`config.mk`:
```
export PLATFORM = sky130hd
export DESIGN_NAME = instr_fetch_buffer
export DESIGN_NICKNAME = d
export VERILOG_FILES = /design/src/rtl/instr_fetch_buffer.sv
export SDC_FILE = /design/constraint.sdc
export NUM_CORES = 1
export LEC_CHECK = 0
export ABC_AREA = 1
export CAP_MARGIN = 0
export CORE_MARGIN = 4
export CORE_UTILIZATION = 45
export DETAILED_ROUTE_END_ITERATION = 8
export GPL_ROUTABILITY_DRIVEN = 0
export PLACE_DENSITY = 0.76
export SETUP_SLACK_MARGIN = 0.1
export SLEW_MARGIN = 20
export SYNTH_ARGS = -nofsm -noshare
export SYNTH_HDL_FRONTEND = slang
export SYNTH_SLANG_ARGS = --single-unit
```
`constraint.sdc`:
```
create_clock -name Clk -period 7.3 [get_ports Clk]
set_input_delay 0.73 -clock Clk [delete_from_list [all_inputs] [get_ports Clk]]
set_output_delay 0.73 -clock Clk [all_outputs]
set_load 0.02 [all_outputs]
```
`src/rtl/instr_fetch_buffer.sv`:
```
// Instruction-fetch buffer: issues one read at a time to a variable-latency
// instruction memory and queues each returned word with its PC.
// Decode pulls the queued entries through a valid/ready handshake.
// A flush discards everything buffered or still in flight.
module instr_fetch_buffer #(
    parameter int DEPTH  = 2,
    parameter int ADDR_W = 32,
    parameter int DATA_W = 32
) (
    input  logic              Clk,
    input  logic              Reset,
    input  logic [ADDR_W-1:0] PCIn,
    output logic              PCStall,
    input  logic              Flush,
    output logic              MemReq,
    output logic [ADDR_W-1:0] MemAddr,
    input  logic              MemAck,
    input  logic [DATA_W-1:0] MemData,
    output logic              InstrValid,
    input  logic              InstrReady,
    output logic [DATA_W-1:0] Instruction,
    output logic [ADDR_W-1:0] InstrPC,
    output logic [ADDR_W-1:0] InstrPCPlus4
);

    localparam int PTR_W = (DEPTH > 1) ? $clog2(DEPTH) : 1;
    localparam int CNT_W = $clog2(DEPTH + 1);

    typedef enum logic [1:0] {
        S_IDLE,
        S_WAIT,
        S_DROP
    } state_t;

    state_t            r_state;
    logic [CNT_W-1:0]  r_count;
    logic [PTR_W-1:0]  r_head;
    logic [PTR_W-1:0]  r_tail;
    logic [ADDR_W-1:0] r_req_addr;

    logic [DATA_W-1:0] r_instr_mem [DEPTH];
    logic [ADDR_W-1:0] r_pc_mem    [DEPTH];

    logic w_issue;
    logic w_push;
    logic w_pop;

    // Issue only when a slot is guaranteed free for the reply; Reset gates
    // the request so nothing escapes while the block is held in reset.
    assign w_issue = (r_state == S_IDLE) && (r_count < CNT_W'(DEPTH)) && !Flush && !Reset;
    assign w_push  = (r_state == S_WAIT) && MemAck && !Flush;
    assign w_pop   = InstrValid && InstrReady && !Flush;

    assign MemReq       = w_issue;
    assign MemAddr      = PCIn;
    assign PCStall      = !w_issue;
    assign InstrValid   = (r_count != '0);
    assign Instruction  = r_instr_mem[r_head];
    assign InstrPC      = r_pc_mem[r_head];
    assign InstrPCPlus4 = r_pc_mem[r_head] + ADDR_W'(4);

    // Request FSM: one outstanding read; a flush while waiting parks in
    // DROP until the orphaned reply has been absorbed.
    always_ff @(posedge Clk or posedge Reset) begin
        if (Reset) begin
            r_state    <= S_IDLE;
            r_req_addr <= '0;
        end else begin
            case (r_state)
                S_IDLE: begin
                    if (w_issue) begin
                        r_req_addr <= PCIn;
                        r_state    <= S_WAIT;
                    end
                end
                S_WAIT: begin
                    if (MemAck)
                        r_state <= S_IDLE;
                    else if (Flush)
                        r_state <= S_DROP;
                end
                S_DROP: begin
                    if (MemAck)
                        r_state <= S_IDLE;
                end
                default: r_state <= S_IDLE;
            endcase
        end
    end

    // Occupancy and pointers; flush empties the queue by snapping head to tail.
    always_ff @(posedge Clk or posedge Reset) begin
        if (Reset) begin
            r_count <= '0;
            r_head  <= '0;
            r_tail  <= '0;
        end else if (Flush) begin
            r_count <= '0;
            r_head  <= r_tail;
        end else begin
            if (w_push)
                r_tail <= r_tail + PTR_W'(1);
            if (w_pop)
                r_head <= r_head + PTR_W'(1);
            if (w_push && !w_pop)
                r_count <= r_count + CNT_W'(1);
            else if (!w_push && w_pop)
                r_count <= r_count - CNT_W'(1);
        end
    end

    // Entry storage; cleared on reset so the head reads as zero afterwards.
    generate
        for (genvar gi = 0; gi < DEPTH; gi++) begin : g_entry
            always_ff @(posedge Clk or posedge Reset) begin
                if (Reset) begin
                    r_instr_mem[gi] <= '0;
                    r_pc_mem[gi]    <= '0;
                end else if (w_push && (r_tail == PTR_W'(gi))) begin
                    r_instr_mem[gi] <= MemData;
                    r_pc_mem[gi]    <= r_req_addr;
                end
            end
        end
    endgenerate

endmodule

```
; Word-level counts from Yosys, hierarchy flattened
; Index checks and enable logic that the tools add are counted.
[word_totals]
mem_bits_rw = 0
latchBits = 0
ff_bits = 166
in_bits = 69
memories = 0
out_inout_bits = 131
romBits = 0
[classes]
shifts = 0
eq_ne = 5
div = 0
bitwise_logic = 3
mul = 0
add_sub_neg = 5
n_lt_le_gt_ge = 2
reduce_logical = 23
muxes = 16
[ops]
columns = operator, n
row1 = $mux 32, 6
row2 = $add 32x3->32 const B, 1
row3 = $mux 2, 7
row4 = $logic_and 1x1->1, 11
row5 = $pmux 2 s3, 1
row6 = $logic_not 1->1, 5
row7 = $ne 2x2->1 const B, 2
row8 = $reduce_and 2->1, 2
row9 = $reduce_bool 2->1, 2
row10 = $ne 3x3->1 const B, 1
row11 = $reduce_and 3->1, 1
row12 = $reduce_bool 3->1, 1
row13 = $add 1x1->1 const B, 2
row14 = $add 2x1->2 const B, 1
row15 = $eq 2x1->1 const B, 1
row16 = $eq 2x2->1 const B, 1
row17 = $ge 2x2->1 const B, 1
row18 = $logic_not 2->1, 1
row19 = $lt 2x2->1 const B, 1
row20 = $mux 1, 2
row21 = $not 1->1, 2
row22 = $not 1->2, 1
row23 = $sub 2x1->2 const B, 1

; Logic depth before layout (Yosys ltp)
[logic_depth]
word_depth = 8
depth_mapped = 12
depth_no_buf = 12

; Worst setup path after synthesis
; No wires, ideal clock.
[synth_timing]
kind = input to output
startpoint = in Reset
endpoint = out MemReq
arrival_time_ns = 5.857
slack_ns = 0.713
stages = 5
path_cell_list = inv_1 -> nand4_1 -> inv_1 -> buf_2 -> clkbuf_1
[synth_via]
elab_chain_cells = 2
[synth_rtl]
columns = element, line_no
row1 = "start, declared", 11  ; input logic Reset,
row2 = $logic_not 1->1 (no source line), n/a
row3 = $logic_and 1x1->1, 50  ; assign w_issue = (r_state == S_IDLE) && (r_count < CNT_W'(DEPTH)) && !Flush && !Reset;
row4 = "end, declared", 15  ; output logic MemReq,
; Every way passes these cells.

; Worst setup path after layout
; Same ends and word-level chain as after synthesis.

==> flow_summary_export.csv <==
group,metric,value,unit
logic_synthesis,synth_edf_count,0,
sta,rsz0062_at_grt,"false",
logic_synthesis,synth_area,8050,um^2
logic_synthesis,synth.avg_cell_area,7.66,um^2
place,placed_area,9910,um^2
critical_path,cp.arrival,3620,ps
clock_network,cts_tree,"done",
place,io_buffers,199,
detailed_routing,drt_iter0_drc,595,
logic_synthesis,ys_seq_area_frac,0.516,
place,dpl.hpwl,13200,um
floorplan,ioPinCount,200,
sta,period_minus_slack,4350,ps
detailed_routing,wire_per_inst,13.7,um
global_routing,grt_start_max_net_pins,129,
hold_path,hold_start,"r_pc_mem[31]",
critical_path,cp_slowest_cell,"clkdlybuf4s50_1",
hold_path,min_path_type,"flop to flop",
critical_path,critPathBufInv,4,
sta,slew_headroom,0.293,
clock_network,cts_buffers,17,
logic_synthesis,yosysMostFrequentCell,"nand2_1",
place,pre_cts_ws,2910,ps
clock_network,path_clk_slew,60,ps
critical_path,r2r_start,"r_head",
cells_and_area,final_nets,1261,
cells_and_area,drive_above_1_share,0.0500,
logic_synthesis,synthTopCellsByCount,"nand2_1, dfrtp_1, o21ai_0, inv_1, nor2_1",
floorplan,die_area,20100,um^2
detailed_routing,wl,19500,um
floorplan,core,17400,um^2
run,max_cap_viol_count,0,
global_routing,track_usage,0.198,
logic_synthesis,synth_top_area_frac,0.516,
sta,slew_viol_final,0,
logic_synthesis,synth-warning-count,0,
floorplan,die_h,142,um
global_routing,grt_pass1_vias,6608,
global_routing,grt.overflow.total,0,
detailed_routing,dr.pass1.iters,5,
logic_synthesis,syn_nets,1121,
global_routing,grt_first_pass_wirelength,32500,um
sta,max_freq,230,MHz
clock_network,clk_latency,420,ps
critical_path,worstSetupStartpointType,"input pin",
logic_synthesis,synthArstFlopShare,1.00,
detailed_routing,drc,0,
sta,skew,10.3,ps
detailed_routing,post_drt_via_cell_ratio,4.85,
critical_path,path_cells,"clkdlybuf4s50_1 > inv_6 > nand4_1 > inv_2 > clkdlybuf4s50_1",
floorplan,die_w,142,um
cells_and_area,antennaDiodeCount,0,
critical_path,cp_top_family,"buffers and inverters",
sta,whs,476,ps
sta,finalHoldViolCount,0,
sta,totalNegativeSetupSlack,0,ps
clock_network,cts_hold_buf,0,
cells_and_area,area_growth,31.4,%
sta,setup_viol,0,
power,irDropWorstVdd,0.000305,V
clock_network,post-cts-setup-buffers,0,
clock_network,root_buffer,"clkbuf_16",
critical_path,endpoint_kind,"output pin",
cells_and_area,instances_no_fill,1426,
logic_synthesis,ys_ff_latch,166,
critical_path,max_stage_delay,760,ps
critical_path,startpoint,"Reset",
critical_path,critical_path.max_fanout,90,
critical_path,crit_type,"input pin to output pin",
logic_synthesis,yosys-top-cells-area,"dfrtp_1, nand2_1, o21ai_0",
logic_synthesis,synth.distinct_cells,26,
clock_network,post_cts_resized,0,
outcome,outcome,"finished clean",
logic_synthesis,synth_cells,1051,
clock_network,clockBufferDepth,2,
place,place_inst,1397,
logic_synthesis,synth-main-ff-cell,"dfrtp_1",
sta,layout_setup_ws,2950,ps
sta,fin_crit_sh,0.596,
clock_network,clock-sinks,166,
power,powerDensity,443,nW/um^2
floorplan,rows,48,
critical_path,worstPathRequired,6570,ps
cells_and_area,finalInstanceArea,10600,um^2
sta,worst_slew_pin_slew,1060,ps
clock_network,cts_max_level,4,
global_routing,antenna_found_initial,0,
critical_path,critPathMostFrequentCell,"clkdlybuf4s50_1",
logic_synthesis,synth_top_area_cell,"dfrtp_1",
floorplan,start_util,0.462,
detailed_routing,vias,6916,
power,p_leak,0.00502,uW
detailed_routing,antenna_left,0,
## cell families after synthesis
family / after synthesis / share of synthesized area
AO/OA/AOI/OAI: 169 / 0.106
XOR/XNOR: 16 / 0.0174
adder cells (fa/ha/maj): 1 / 0.00155
buffers and inverters: 178 / 0.102
flip-flops: 166 / 0.516
AND/OR/NAND/NOR: 521 / 0.257
## final cells by class
cell class / count / area (um^2)
fill: 1547 / 6840
sequential: 166 / 4160
multi-input combinational: 707 / 3100
timing repair buffer: 203 / 2020
clock buffer: 21 / 480
inverter: 96 / 365
tap: 225 / 282
clock inverter: 8 / 171
## routing by layer
metal,vias to the layer above,part of all wire,global-route usage
met5,-,0,0
met4,0,0.015,0.0601
met3,21,0.056,0.0445
met2,206,0.48,0.318
met1,3197,0.45,0.270
li1,3492,-,-
## tightest hold or removal path, delay by kind of cell, from the launching register on
kind             cells  cell delay, ps
AND/OR/NAND/NOR      1              50
AO/OA/AOI/OAI        1              60
flip-flops           1             340
## registers in the layout, summed over array words and instances, names as in the netlist
name         cells
r_tail           1
r_count          2
r_pc_mem        64
r_head           1
r_req_addr      32
r_state          2
r_instr_mem     64
## power by group
group	switching [uW]	total [uW]	internal [uW]	leakage, uW
logic	1290	2180	896	0.00257
clock network	338	976	638	0.000317
registers	192	1530	1330	0.00214
## per-stage QoR
| stage | utilization | power, uW |
|---|---|---|
| 3_3_place_gp | 0.569 | 3690 |
| 5_1_grt | 0.607 | 5020 |
| 4_1_cts | 0.607 | 4730 |
| 6_report | 0.607 | 4690 |
| 3_5_place_dp | 0.569 | 3730 |
| 2_1_floorplan | - | 2800 |
## path summary, 6_finish.rpt
| path | endpoint | slack [ps] | cells after the start |
|---|---|---|---|
| worst min-delay path | r_pc_mem[31] | 480 | 2 |
| min in group asynchronous | r_instr_mem[50] | 850 | 2 |
| worst min register to register | r_pc_mem[31] | 480 | 2 |
| worst max register to register | r_head | 5080 | 5 |
| worst max-delay path | MemReq | 2950 | 5 |
| max in group asynchronous | r_head | 4950 | 3 |
## cell usage in the layout, fill, tap and decap left out
cell type	n
nand3_1	13
xnor2_1	6
clkinv_4	1
clkinv_2	1
nand2_8	1
nand3_2	1
nand4_1	3
a21oi_1	3
clkdlybuf4s50_1	199
o22ai_1	1
buf_4	4
nand2_2	12
clkbuf_16	17
clkbuf_8	4
bufinv_16	5
o21ai_1	1
nand2_4	1
or2_2	1
inv_2	3
inv_1	92
nor2_4	4
nor2_1	43
o21ai_0	163
dfrtp_2	1
ha_1	1
dfrtp_1	165
inv_6	1
nand3b_1	5
nor2_2	2
o31ai_1	1
clkinvlp_4	1
nand2_1	435
xor2_1	10
(Power assumes the default switching activity.)
